### src/rtl/circuito_exp_6.sv
// Colour-sequence memory game core: datapath, control FSM, play timer and 7-seg debug.
// Runs on a 1 kHz clock, so every cycle constant below is in milliseconds.

module hex7seg (
    input  logic [3:0] hex,
    output logic [6:0] seg
);
    // active-low segments, bit order {g,f,e,d,c,b,a}
    always_comb begin
        case (hex)
            4'h0:    seg = 7'b1000000;
            4'h1:    seg = 7'b1111001;
            4'h2:    seg = 7'b0100100;
            4'h3:    seg = 7'b0110000;
            4'h4:    seg = 7'b0011001;
            4'h5:    seg = 7'b0010010;
            4'h6:    seg = 7'b0000010;
            4'h7:    seg = 7'b1111000;
            4'h8:    seg = 7'b0000000;
            4'h9:    seg = 7'b0010000;
            4'hA:    seg = 7'b0001000;
            4'hB:    seg = 7'b0000011;
            4'hC:    seg = 7'b1000110;
            4'hD:    seg = 7'b0100001;
            4'hE:    seg = 7'b0000110;
            default: seg = 7'b0001110;
        endcase
    end
endmodule

module edge_detector (
    input  logic clock,
    input  logic reset,
    input  logic sinal,
    output logic pulso
);
    logic anterior;

    // registered pulse: one cycle after the rising edge, once per press
    always_ff @(posedge clock or negedge reset) begin
        if (!reset) begin
            anterior <= 1'b0;
            pulso    <= 1'b0;
        end else begin
            anterior <= sinal;
            pulso    <= sinal & ~anterior;
        end
    end
endmodule

module circuito_exp_6 (
    input  logic       clock,
    input  logic       reset,
    input  logic       jogar,
    input  logic [3:0] botoes,
    input  logic [1:0] configuracao,
    output logic       ganhou,
    output logic       perdeu,
    output logic       pronto,
    output logic       timeout,
    output logic [2:0] leds,
    output logic       db_igual,
    output logic [6:0] db_contagem,
    output logic [6:0] db_memoria,
    output logic [6:0] db_estado,
    output logic [6:0] db_jogadafeita,
    output logic       db_clock,
    output logic       db_iniciar,
    output logic       db_tem_jogada,
    output logic       db_timeout,
    output logic       db_fimRodada,
    output logic       db_zeraCL
);
    localparam logic [13:0] T_EXIBE   = 14'd2000;
    localparam logic [13:0] T_TIMEOUT = 14'd10000;

    typedef enum logic [3:0] {
        INICIAL          = 4'h0,
        PREPARACAO       = 4'h1,
        EXIBE_INICIAL    = 4'h2,
        INICIA_RODADA    = 4'h3,
        ESPERA_JOGADA    = 4'h4,
        REGISTRA         = 4'h5,
        COMPARA          = 4'h6,
        PROXIMA_JOGADA   = 4'h7,
        ESPERA_ADICIONAL = 4'h8,
        GRAVA            = 4'h9,
        PROXIMA_RODADA   = 4'hA,
        FINAL_ACERTOU    = 4'hC,
        FINAL_TIMEOUT    = 4'hD,
        FINAL_ERROU      = 4'hE
    } estado_t;

    estado_t     state;
    logic [3:0]  endereco;
    logic [3:0]  rodada;
    logic [13:0] timer;
    logic [3:0]  jogada;
    logic        modo_r;
    logic        tmo_en_r;
    logic        tem_jogada;
    logic [3:0]  mem [16];
    logic [3:0]  mem_dado;
    logic        igual;
    logic        fim_rodada;
    logic        fim_timer;
    logic [3:0]  ultima;
    logic [3:0]  estado_cod;

    edge_detector u_edge (
        .clock (clock),
        .reset (reset),
        .sinal (|botoes),
        .pulso (tem_jogada)
    );

    // Word 0 is the fixed opening colour; appended plays land at E >= 1, so it is never written.
    always_ff @(posedge clock) begin
        if (state == GRAVA && endereco != 4'd0)
            mem[endereco] <= botoes;
    end

    assign mem_dado   = (endereco == 4'd0) ? 4'b0001 : mem[endereco];
    assign igual      = (jogada == mem_dado);
    assign fim_rodada = (endereco == rodada);
    assign fim_timer  = (timer == T_TIMEOUT - 14'd1);
    assign ultima     = modo_r ? 4'd3 : 4'd15;

    always_ff @(posedge clock or negedge reset) begin
        if (!reset) begin
            state    <= INICIAL;
            endereco <= 4'd0;
            rodada   <= 4'd0;
            timer    <= 14'd0;
            jogada   <= 4'd0;
            modo_r   <= 1'b0;
            tmo_en_r <= 1'b0;
        end else begin
            case (state)
                INICIAL:
                    if (jogar) state <= PREPARACAO;
                PREPARACAO: begin
                    endereco <= 4'd0;
                    rodada   <= 4'd0;
                    timer    <= 14'd0;
                    modo_r   <= configuracao[0];
                    tmo_en_r <= configuracao[1];
                    state    <= EXIBE_INICIAL;
                end
                EXIBE_INICIAL:
                    if (timer == T_EXIBE - 14'd1) begin
                        timer <= 14'd0;
                        state <= INICIA_RODADA;
                    end else begin
                        timer <= timer + 14'd1;
                    end
                INICIA_RODADA: begin
                    endereco <= 4'd0;
                    timer    <= 14'd0;
                    state    <= ESPERA_JOGADA;
                end
                ESPERA_JOGADA: begin
                    // a press in the terminal cycle beats the timeout
                    if (tem_jogada)                 state <= REGISTRA;
                    else if (tmo_en_r && fim_timer) state <= FINAL_TIMEOUT;
                    if (!fim_timer) timer <= timer + 14'd1;
                end
                REGISTRA: begin
                    jogada <= botoes;
                    state  <= COMPARA;
                end
                COMPARA:
                    if (!igual) begin
                        state <= FINAL_ERROU;
                    end else if (fim_rodada) begin
                        endereco <= endereco + 4'd1;
                        timer    <= 14'd0;
                        state    <= ESPERA_ADICIONAL;
                    end else begin
                        state <= PROXIMA_JOGADA;
                    end
                PROXIMA_JOGADA: begin
                    endereco <= endereco + 4'd1;
                    timer    <= 14'd0;
                    state    <= ESPERA_JOGADA;
                end
                ESPERA_ADICIONAL: begin
                    if (tem_jogada)                 state <= GRAVA;
                    else if (tmo_en_r && fim_timer) state <= FINAL_TIMEOUT;
                    if (!fim_timer) timer <= timer + 14'd1;
                end
                GRAVA:
                    state <= PROXIMA_RODADA;
                PROXIMA_RODADA:
                    if (rodada == ultima) begin
                        state <= FINAL_ACERTOU;
                    end else begin
                        rodada <= rodada + 4'd1;
                        state  <= INICIA_RODADA;
                    end
                FINAL_ACERTOU, FINAL_TIMEOUT, FINAL_ERROU:
                    if (jogar) state <= PREPARACAO;
                default:
                    state <= INICIAL;
            endcase
        end
    end

    function automatic logic [1:0] indice(input logic [3:0] v);
        case (v)
            4'b0010: indice = 2'd1;
            4'b0100: indice = 2'd2;
            4'b1000: indice = 2'd3;
            default: indice = 2'd0;
        endcase
    endfunction

    always_comb begin
        leds = 3'b000;
        if (state == EXIBE_INICIAL)
            leds = {1'b1, indice(mem_dado)};
        else if (state != INICIAL && |botoes)
            leds = {1'b1, indice(botoes)};
    end

    assign ganhou  = (state == FINAL_ACERTOU);
    assign timeout = (state == FINAL_TIMEOUT);
    assign perdeu  = (state == FINAL_TIMEOUT) || (state == FINAL_ERROU);
    assign pronto  = ganhou || perdeu;

    assign estado_cod = state;

    logic [3:0][3:0] hex_in;
    logic [3:0][6:0] hex_out;

    assign hex_in = {endereco, mem_dado, estado_cod, jogada};

    genvar g;
    generate
        for (g = 0; g < 4; g++) begin : g_hex
            hex7seg u_hex (.hex(hex_in[g]), .seg(hex_out[g]));
        end
    endgenerate

    assign db_contagem    = hex_out[3];
    assign db_memoria     = hex_out[2];
    assign db_estado      = hex_out[1];
    assign db_jogadafeita = hex_out[0];

    assign db_igual      = igual;
    assign db_clock      = clock;
    assign db_iniciar    = jogar;
    assign db_tem_jogada = tem_jogada;
    assign db_timeout    = fim_timer;
    assign db_fimRodada  = fim_rodada;
    assign db_zeraCL     = (state == PREPARACAO) || (state == INICIA_RODADA);
endmodule

### config.mk
export PLATFORM = sky130hd
export DESIGN_NAME = circuito_exp_6
export DESIGN_NICKNAME = d
export VERILOG_FILES = /design/src/rtl/circuito_exp_6.sv
export SDC_FILE = /design/constraint.sdc
export NUM_CORES = 1
export LEC_CHECK = 0
export CAP_MARGIN = 20
export CORE_ASPECT_RATIO = 0.8
export CORE_MARGIN = 5
export CORE_UTILIZATION = 45
export CTS_CLUSTER_DIAMETER = 40
export CTS_CLUSTER_SIZE = 12
export DETAILED_ROUTE_END_ITERATION = 7
export GPL_ROUTABILITY_DRIVEN = 0
export PLACE_DENSITY = 0.63
export SLEW_MARGIN = 5
export SYNTH_ARGS = -nofsm -noshare
export SYNTH_HDL_FRONTEND = slang
export SYNTH_SLANG_ARGS = --single-unit
### constraint.sdc
create_clock -name clock -period 4.1 [get_ports clock]
set_input_delay 0.615 -clock clock [delete_from_list [all_inputs] [get_ports clock]]
set_output_delay 0.615 -clock clock [all_outputs]
set_load 0.02 [all_outputs]
==> results of run 1 <==
[power breakdown]
part | leakage (nW) | internal, mW | switching [mW]
registers | 1.03 | 1.13 | 0.155
logic | 1.44 | 0.840 | 1.17
clock network | 0.203 | 0.681 | 0.421
total | 2.67 | 2.65 | 1.75
[routing by layer]
| metal | GRT usage | share of wire | vias up |
|---|---|---|---|
| met5 | 0 | 0 | - |
| met4 | 0.06715 | 0.017 | 0 |
| met3 | 0.04344 | 0.055 | 18 |
| met2 | 0.2994 | 0.46 | 145 |
| met1 | 0.2750 | 0.46 | 2261 |
| li1 | - | - | 2168 |
[final timing paths]
kind	endpoint	slack [ns]	cells past startpoint
min	u_edge.pulso$_DFF_PN0_	0.40	1
max	db_memoria[3]	0.19	11
max in group asynchronous	endereco[3]$_DFFE_PN0P_	3.19	2
min reg2reg	u_edge.pulso$_DFF_PN0_	0.40	1
min in group asynchronous	rodada[0]$_DFFE_PN0P_	0.56	2
max reg2reg	timer[2]$_DFFE_PN0P_	0.74	9
[kinds of logic (layout without fill, tap and decap cells)]
group                      Yosys count  in the layout  synth area share
AOI/OAI and AO/OA                  131            131            0.1468
xor gates and xnor gates            13             13           0.01930
adders and majority gates           26             26           0.05514
buffers and inverters               61            112           0.04729
DFF                                 98             98            0.4700
muxes                               45             45           0.09820
other                                1              4         0.0006357
and+or+nand+nor                    187            187            0.1627
[worst max-delay path, stage by stage (launching register included)]
cell,delay [ns]
dfrtp_2,0.50
buf_4,0.23
or3b_2,0.47
o32ai_2,0.17
nor4_4,0.09
or2_2,0.34
inv_1,0.11
ha_1,0.23
mux2_2,0.17
nor2_1,0.04
a21oi_1,0.12
dlygate4sd2_1,0.35
[what timing repair did]
action,in CTS,in global routing
cloned,0,0
setup buffers,1,0
resized for setup,12,8
pin swaps,0,0
setup endpoints to repair,9,4
[synthesized netlist by cell type (3+ instances only)]
cell type	n
and2_1	4
nor4_1	3
xor2_1	4
or3_1	8
buf_1	5
nand3b_1	3
mux2i_1	23
mux4_2	9
a211oi_1	4
o21ai_0	34
nand3_1	20
nor3_1	11
o31ai_1	25
nor2_1	50
a31oi_1	4
o22ai_1	4
and3_1	12
a21oi_1	28
inv_1	25
xnor2_1	9
dfrtp_1	34
mux2_2	13
nand2_1	36
edfxtp_1	64
buf_4	4
o32ai_1	4
or2_2	5
buf_2	4
o211ai_1	4
ha_1	26
nor2b_1	8
buf_6	4
clkbuf_1	18
nand2b_1	14
a2bb2oi_1	3
[layout make-up]
type	instances	area (sq um)	share of cell area
clock inverter	7	98.84	0.01406
clock buffer	13	310.3	0.04413
tap	175	219.0	0.03114
timing repair buffer	66	636.9	0.09057
inverter	26	97.59	0.01388
multi-input combinational	406	2895	0.4117
sequential	98	2774	0.3945
[state kept, by name, summed over array words and instances, names as in the netlist]
signal and count:
jogada 4, estado_cod 4, endereco 4, rodada 4
modo_r 1, mem 64, u_edge.pulso 1, tmo_en_r 1
timer 14, u_edge.anterior 1
==> run summary, run 1 <==
vias per inst: 5.805
yosys warns: 0
Highest Clock Rate: 256.0 MHz
Netlist Area Pre-Place: 5899 sq um
Die Ht: 112.4 microns
final cell count without fillers: 791
CP Launch Point: endereco[3]$_DFFE_PN0P_
area grow syn2layout: 19.19%
core area: 12,870 sq um
Final WS setup: 0.1935 ns
total power: 4.395 mW
number of flops mapped to enable cells by yosys: 64
status: completed
DRC Markers: 0
crit start category: register
num rows: 37
nets: 646
GRT Residual Overflow: 0
period utilization: 0.9528
starting density of the core: 0.4584
most frequent cells in the layout: 64 x edfxtp_1, 50 x nor2_1, 40 x clkdlybuf4s50_1, 36 x nand2_1
Clock Pin Slew Worst Setup and Hold Paths: 0.07 ns
Slew Limit Fails: 0
cell count after synthesis: 562
Wirelength per Cell: 19.03 microns
routed via count: 4,592
hold_sp: u_edge.anterior$_DFF_PN0_
r2r startpoint: endereco[1]$_DFFE_PN0P_
worst hold path class: register to register
Worst Tran Pin Value: 0.8319 ns
Worst EP required: 3.48 ns
commonest non-fill, non-tap cell in the layout: edfxtp_1
Rel. slew slack: 0.4430
Finish-stage setup viols: 0
pin count of the biggest net entering global routing: 35
Final min period: 3.906 ns
skew final: 0.01127 ns
Final Core Density: 0.5464
clk_lat worst skew: 0.47 ns
worst hold slack: 0.4022 ns
initial detailed-routing violation count: 393
Max Cap Viol: 0
ANT nets after route: 0
critical path arrival: 3.29 ns
drt pass-1 iters: 5
top cell type's share of synthesized area: 0.3258
Tot GR Track Use: 0.1952
top_reg_cell synth: edfxtp_1
PD cells: 625.0 nW/um^2
Peak VDD IR: 367.5 uV
vias in the first global route: 4,439
initial antenna violation count: 0
Unique masters post-synth: 62
unrepaired setup endpoints after global routing: no
drt total wl: 15,050 microns
hold-fix buffers at CTS: 0
LEAKAGE: 2.670 nW
pre-CTS WS: 0.2747 ns
CP Capture Type: output pin
synth top area cells: edfxtp_1 33%, dfrtp_1 14%, ha_1 5.5%
post-placement cell count: 771
crit-path max FO: 17
io pins: 51
die area: 15,510 sq um
TritonCTS clock tree: done
fillers: 1,117
Antenna diodes: 0
proportion of layout cells with a drive suffix above 1: 0.1266
first-pass GRT wire length: 24,270 microns
Final HPWL DP: 10,560 microns
final instance area: 7032 sq um
Mean Syn Cell Area: 10.50 sq um
placed inst area: 6581 sq um
post-synth top area cell: edfxtp_1
Yosys reg bits: 98
die span in x: 138.0 microns
Async SR Flop Fraction: 0.3469
Final Hold Vio Count: 0
I/O Buffers: 50
TNS Setup: 0 ns
critical path type: register to output pin
post-synthesis sequential area ratio: 0.4700
Power figures use the tool's default switching activity.
==> inputs of run 2 (changes only) <==
CELL_PAD_IN_SITES_DETAIL_PLACEMENT = 0   (was not set)
CELL_PAD_IN_SITES_GLOBAL_PLACEMENT = 1   (was not set)
PLACE_DENSITY = 0.76   (was 0.63)
==> run summary, run 2 (synthesis results as in run 1) <==
Clock power frac: 0.230 (-0.021)
r2r setup slk: 0.90 ns (+0.16 ns)
Highest Clock Rate: 256.8 MHz (+0.31%)
max reg flops: 64 (unchanged)
worst hold path class: register to register
fillers: 1,135 (+1.6%)
crit start category: register
io pins: 51 (unchanged)
PD cells: 608.6 nW/um^2 (-2.6%)
switching power: 1.728 mW (-1.1%)
Final Hold Vio Count: 0 (unchanged)
drt pass-1 iters: 5 (unchanged)
vias in the first global route: 4,359 (-1.8%)
Slew Limit Fails: 0 (unchanged)
vias per inst: 5.728 (-1.3%)
CP Cell Sequence: buf_4, or2_2, or3_1, a32o_2, xnor2_1, a211oi_1, o31a_1, dlygate4sd2_1
Finish-stage setup viols: 0 (unchanged)
starting density of the core: 0.4584 (unchanged)
Rel. slew slack: 0.4512 (+0.008238)
first-pass GRT wire length: 24,370 microns (+0.42%)
Final min period: 3.894 ns (-0.01219 ns)
CP Capture Type: output pin
largest registers: mem x64, timer x14
drt total wl: 15,170 microns (+0.76%)
Final HPWL DP: 11,000 microns (+4.1%)
Crit-path slowest cell: dfrtp_2
area grow syn2layout: 19.11% (about the same)
Worst EP required: 3.48 ns (about the same)
initial detailed-routing violation count: 336 (-15%)
Final WS setup: 0.2057 ns (+0.01219 ns)
pin count of the biggest net entering global routing: 35 (unchanged)
die span in x: 138.0 microns (unchanged)
worst hold slack: 0.3973 ns (-0.004852 ns)
DRC Markers: 0 (unchanged)
pre-CTS WS: 0.2578 ns (-0.01693 ns)
Critical Path Max Stage Delay: 0.48 ns (-0.02 ns)
die area: 15,510 sq um (unchanged)
Tot GR Track Use: 0.1989 (+0.003787)
clk_lat worst skew: 0.46 ns (about the same)
sequential share of power: 0.299 (+0.007)
TritonCTS clock tree: done
Worst Tran Pin Value: 0.8169 ns (-0.01498 ns)
Max Cap Viol: 0 (unchanged)
proportion of layout cells with a drive suffix above 1: 0.1367 (+0.01003)
Reg with most FFs: mem
crit-path max FO: 12 (-5)
initial antenna violation count: 0 (unchanged)
switch share: 0.4042 (+0.006724)
core area: 12,870 sq um (unchanged)
commonest non-fill, non-tap cell in the layout: edfxtp_1
Wirelength per Cell: 19.03 microns (about the same)
Antenna diodes: 0 (unchanged)
status: completed
LEAKAGE: 2.679 nW (+0.31%)
num rows: 37 (unchanged)
TNS Setup: 0 ns (unchanged)
Peak VDD IR: 357.5 uV (-2.7%)
routed via count: 4,565 (-0.59%)
hold-fix buffers at CTS: 0 (unchanged)
I/O Buffers: 50 (unchanged)
Comb pwr share: 0.470 (+0.013)
Clock Pin Slew Worst Setup and Hold Paths: 0.07 ns (about the same)
ANT nets after route: 0 (unchanged)
GRT Residual Overflow: 0 (unchanged)
nets: 652 (+0.93%)
period utilization: 0.9498 (-0.002972)
Power Internal: 2.548 mW (-3.8%)
Die Ht: 112.4 microns (unchanged)
skew final: 0.008814 ns (-0.002453 ns)
critical path arrival: 3.28 ns (about the same)
unrepaired setup endpoints after global routing: no
critical path type: register to output pin
most frequent cells in the layout: 64 x edfxtp_1, 50 x nor2_1, 40 x clkdlybuf4s50_1, 36 x nand2_1, 33 x o21ai_0
-- run 2: changes by cell type in the layout (fill, tap and decap cells not counted), sizes merged --
| cell | change |
|---|---|
| dlymetal6s2s | +1 |
| clkinv | -1 |
| dlygate4sd2 | -1 |
| bufinv | -2 |
| clkbuf | +2 |
| inv | +1 |
| buf | +6 |
-- run 2: per-stage QoR --
| step | instance area, sq um | total power [mW] | utilization | cells |
|---|---|---|---|---|
| final | 7027 | 4.276 | 0.5460 | 797 |
| after global routing | 7027 | 4.553 | 0.5460 | 797 |
| after CTS | 6995 | 4.301 | 0.5436 | 797 |
| after detailed placement | 6614 | 3.342 | 0.5139 | 777 |
| after global placement | 6614 | 3.317 | 0.5139 | 777 |
| after floorplan | 5911 | 2.621 | - | 565 |
-- run 2: metal layers --
metal	vias to the layer above	part of all wire	GRT usage
met1	2214	0.47	0.2842
met5	-	0	0
li1	2183	-	-
met2	143	0.45	0.2939
met4	0	0.020	0.07242
met3	25	0.058	0.05026
-- run 2: power groups by stage --
stage	clock [mW]	sequential, mW	combinational (mW)
3_5_place_dp	0.0328	1.30	2.01
2_1_floorplan	0.0285	1.21	1.38
3_3_place_gp	0.0328	1.30	1.99
5_1_grt	1.06	1.30	2.20
6_report	0.985	1.28	2.01
4_1_cts	1.01	1.28	2.01
-- run 2: area by class of cell --
| type | count | area, sq um | share of cell area |
|---|---|---|---|
| Tap cell | 175 | 219.0 | 0.03116 |
| Clock inverter | 5 | 36.28 | 0.005164 |
| Inverter | 26 | 97.59 | 0.01389 |
| Sequential cell | 98 | 2776 | 0.3951 |
| Clock buffer | 15 | 327.8 | 0.04665 |
| Timing Repair Buffer | 72 | 673.1 | 0.09580 |
| Multi-Input combinational cell | 406 | 2897 | 0.4122 |
-- run 2: timing repair --
item,4_1_cts,5_1_grt
setup buffers,1,0
pin swaps,1,0
gates resized for setup,13,9
setup endpoints to repair,9,5
-- run 2: worst max-delay path, delay by kind of cell, from the launching register on --
kind	cells	cell delay, ns
compound gates	3	0.95
simple gates	2	0.68
buf+inv	2	0.57
flops	1	0.48
xor+xnor	1	0.13
-- run 2: final timing paths --
path                                      startpoint                       to  depth (start not counted)
max                          endereco[0]$_DFFE_PN0P_                 db_igual                          8
min                        u_edge.anterior$_DFF_PN0_   u_edge.pulso$_DFF_PN0_                          1
max reg2reg                  endereco[0]$_DFFE_PN0P_    timer[11]$_DFFE_PN0P_                         10
min reg2reg                u_edge.anterior$_DFF_PN0_   u_edge.pulso$_DFF_PN0_                          1
max in group asynchronous                      reset  endereco[0]$_DFFE_PN0P_                          2
min in group asynchronous                      reset     tmo_en_r$_DFFE_PN0P_                          2
==> inputs of run 3 (changes only) <==
CELL_PAD_IN_SITES_GLOBAL_PLACEMENT = 2   (was 1)
CORE_UTILIZATION = 41   (was 45)
PLACE_DENSITY = 0.83   (was 0.76)
RECOVER_POWER = 25   (was not set)
clock period = 4.7 ns   (was 4.1 ns; I/O delays follow)
==> run summary, run 3 (synthesis results as in run 1) <==
most frequent cells in the layout: 64 x edfxtp_1, 50 x nor2_1, 45 x clkdlybuf4s50_1, 36 x nand2_1, 34 x o21ai_0
Worst EP required: 3.99 ns (+0.51 ns)
Antenna diodes: 0 (unchanged)
TritonCTS clock tree: done
Highest Clock Rate: 221.6 MHz
drt pass-1 iters: 5 (unchanged)
Slew Limit Fails: 35 (+35)
largest registers: mem x64, timer x14
Clock power frac: 0.226 (-0.004)
unrepaired setup endpoints after global routing: no
Buf/Inv on CP: 3 (+1)
GRT Residual Overflow: 0 (unchanged)
register area: 2776 sq um (unchanged)
Multi-input gate area: 2859 sq um (-1.3%)
routed via count: 4,542 (-0.50%)
initial detailed-routing violation count: 294 (-13%)
period utilization: 0.9603
Crit-path slowest cell: clkdlybuf4s50_1
Wirelength per Cell: 19.86 microns (+4.4%)
failing checks: capacitance limit, slew limit
Comb pwr share: 0.473 (+0.003)
crit-path max FO: 25 (+13)
sequential share of power: 0.301 (+0.002)
Final min period: 4.514 ns
switch share: 0.4046 (about the same)
die area: 16,900 sq um (+9.0%)
clk_lat worst skew: 0.46 ns (about the same)
num rows: 39 (+5.4%)
Max Cap Viol: 1 (+1)
total power: 3.723 mW (-13%)
TNS Setup: 0 ns (unchanged)
first-pass GRT wire length: 24,690 microns (+1.3%)
critical path arrival: 3.81 ns (+0.53 ns)
CP Capture Type: output pin
pin count of the biggest net entering global routing: 35 (unchanged)
ANT nets after route: 0 (unchanged)
Peak VDD IR: 421.8 uV (+18%)
Worst Tran Pin Value: 1.962 ns (+1.145 ns)
I/O Buffers: 50 (unchanged)
core area: 14,200 sq um (+10%)
starting density of the core: 0.4155 (-0.04293)
Power Internal: 2.217 mW (-13%)
Tot GR Track Use: 0.1926 (-0.006358)
io pins: 51 (unchanged)
crit start category: register
max reg flops: 64 (unchanged)
Die Ht: 117.3 microns (+4.3%)
CP Cell Sequence: buf_12, mux2i_1, o32ai_1, nor4_4, or2_2, inv_1, ha_1, mux2_2, nor2_1, a21oi_1, clkdlybuf4s50_1
initial antenna violation count: 0 (unchanged)
switching power: 1.506 mW (-13%)
critical path type: register to output pin
worst hold path class: register to register
Reg with most FFs: mem
area grow syn2layout: 17.31%
proportion of layout cells with a drive suffix above 1: 0.1077 (-0.02899)
drt total wl: 15,830 microns (+4.4%)
crit-path leading delay family: buffers and inverters
Finish-stage setup viols: 0 (unchanged)
vias per inst: 5.699 (-0.50%)
Final Hold Vio Count: 0 (unchanged)
Final HPWL DP: 11,330 microns (+3.0%)
Clock Pin Slew Worst Setup and Hold Paths: 0.06 ns (about the same)
commonest non-fill, non-tap cell in the layout: edfxtp_1
Rel. slew slack: -0.3081 (-0.7594)
LEAKAGE: 2.554 nW (-4.7%)
fillers: 1,308 (+15%)
skew final: 0.01220 ns (+0.003384 ns)
PD cells: 537.9 nW/um^2 (-12%)
vias in the first global route: 4,355 (-0.092%)
die span in x: 144.1 microns (+4.4%)
status: finished with violations
DRC Markers: 0 (unchanged)
Critical Path Max Stage Delay: 0.54 ns (+0.06 ns)
nets: 643 (-1.4%)
==> run 3: changes by cell type in the layout (fill, tap and decap cells not counted), sizes merged, moves of 4 or more <==
cell	change
buf	-11
clkdlybuf4s50	+5
dlygate4sd2	-5
dlygate4sd3	+5
dlymetal6s2s	-5
clkbuf	+4
==> run 3: routing by layer <==
metal  share of wire  wire length, microns  up-vias  GRT usage
li1                -                     -     2159          -
met1            0.49                  7695     2256     0.2874
met2            0.45                  7150      108     0.2849
met3           0.049                   768       19    0.04346
met4           0.014                   214        0    0.04768
met5               0                     0        -          0
==> run 3: timing repair <==
action                                  in CTS  in global routing
resized for setup                            0                  3
setup buffers                                0                  0
endpoints found under the setup margin       0                  7
hold buffers                                 0                  0
endpoints found under the hold margin        0                  0
==> run 3: area by class of cell <==
cell class / count / area share
clock inverters: 3 / 0.003435
clock buffers: 17 / 0.04809
flip-flops and latches: 98 / 0.4012
well taps: 184 / 0.03327
multi-input cells: 406 / 0.4131
inverters: 26 / 0.01410
repair buffers: 63 / 0.08678
==> run 3: path summary, 6_finish.rpt <==
kind	start	end	slack, ns	cells after the start
setup reg to reg	endereco[1]$_DFFE_PN0P_	timer[6]$_DFFE_PN0P_	1.18	10
max in group asynchronous	reset	endereco[3]$_DFFE_PN0P_	2.10	2
setup / recovery	endereco[1]$_DFFE_PN0P_	db_memoria[3]	0.19	11
hold / removal	u_edge.anterior$_DFF_PN0_	u_edge.pulso$_DFF_PN0_	0.39	1
hold reg to reg	u_edge.anterior$_DFF_PN0_	u_edge.pulso$_DFF_PN0_	0.39	1
min in group asynchronous	reset	modo_r$_DFFE_PN0P_	1.32	2
==> run 3: stage by stage <==
stage	instance area, sq um	hold slack, ns	cells	util	setup WS [ns]
floorplan	5911	0.3785	565	-	0.9126
CTS	6917	0.3942	796	0.4871	0.08702
global placement	6570	0.3882	777	0.4627	0.5639
finish	6920	0.3916	797	0.4874	0.1864
global route	6920	0.4308	797	0.4874	0.04264
detailed placement	6570	0.3853	777	0.4627	0.5669
==> run 3: power by group through the flow <==
stage	sequential, mW	combinational [mW]	clock (mW)
3_3_place_gp	1.14	1.72	0.0286
3_5_place_dp	1.14	1.74	0.0286
4_1_cts	1.12	1.74	0.865
2_1_floorplan	1.05	1.21	0.0249
6_report	1.12	1.76	0.842
5_1_grt	1.14	1.92	0.897
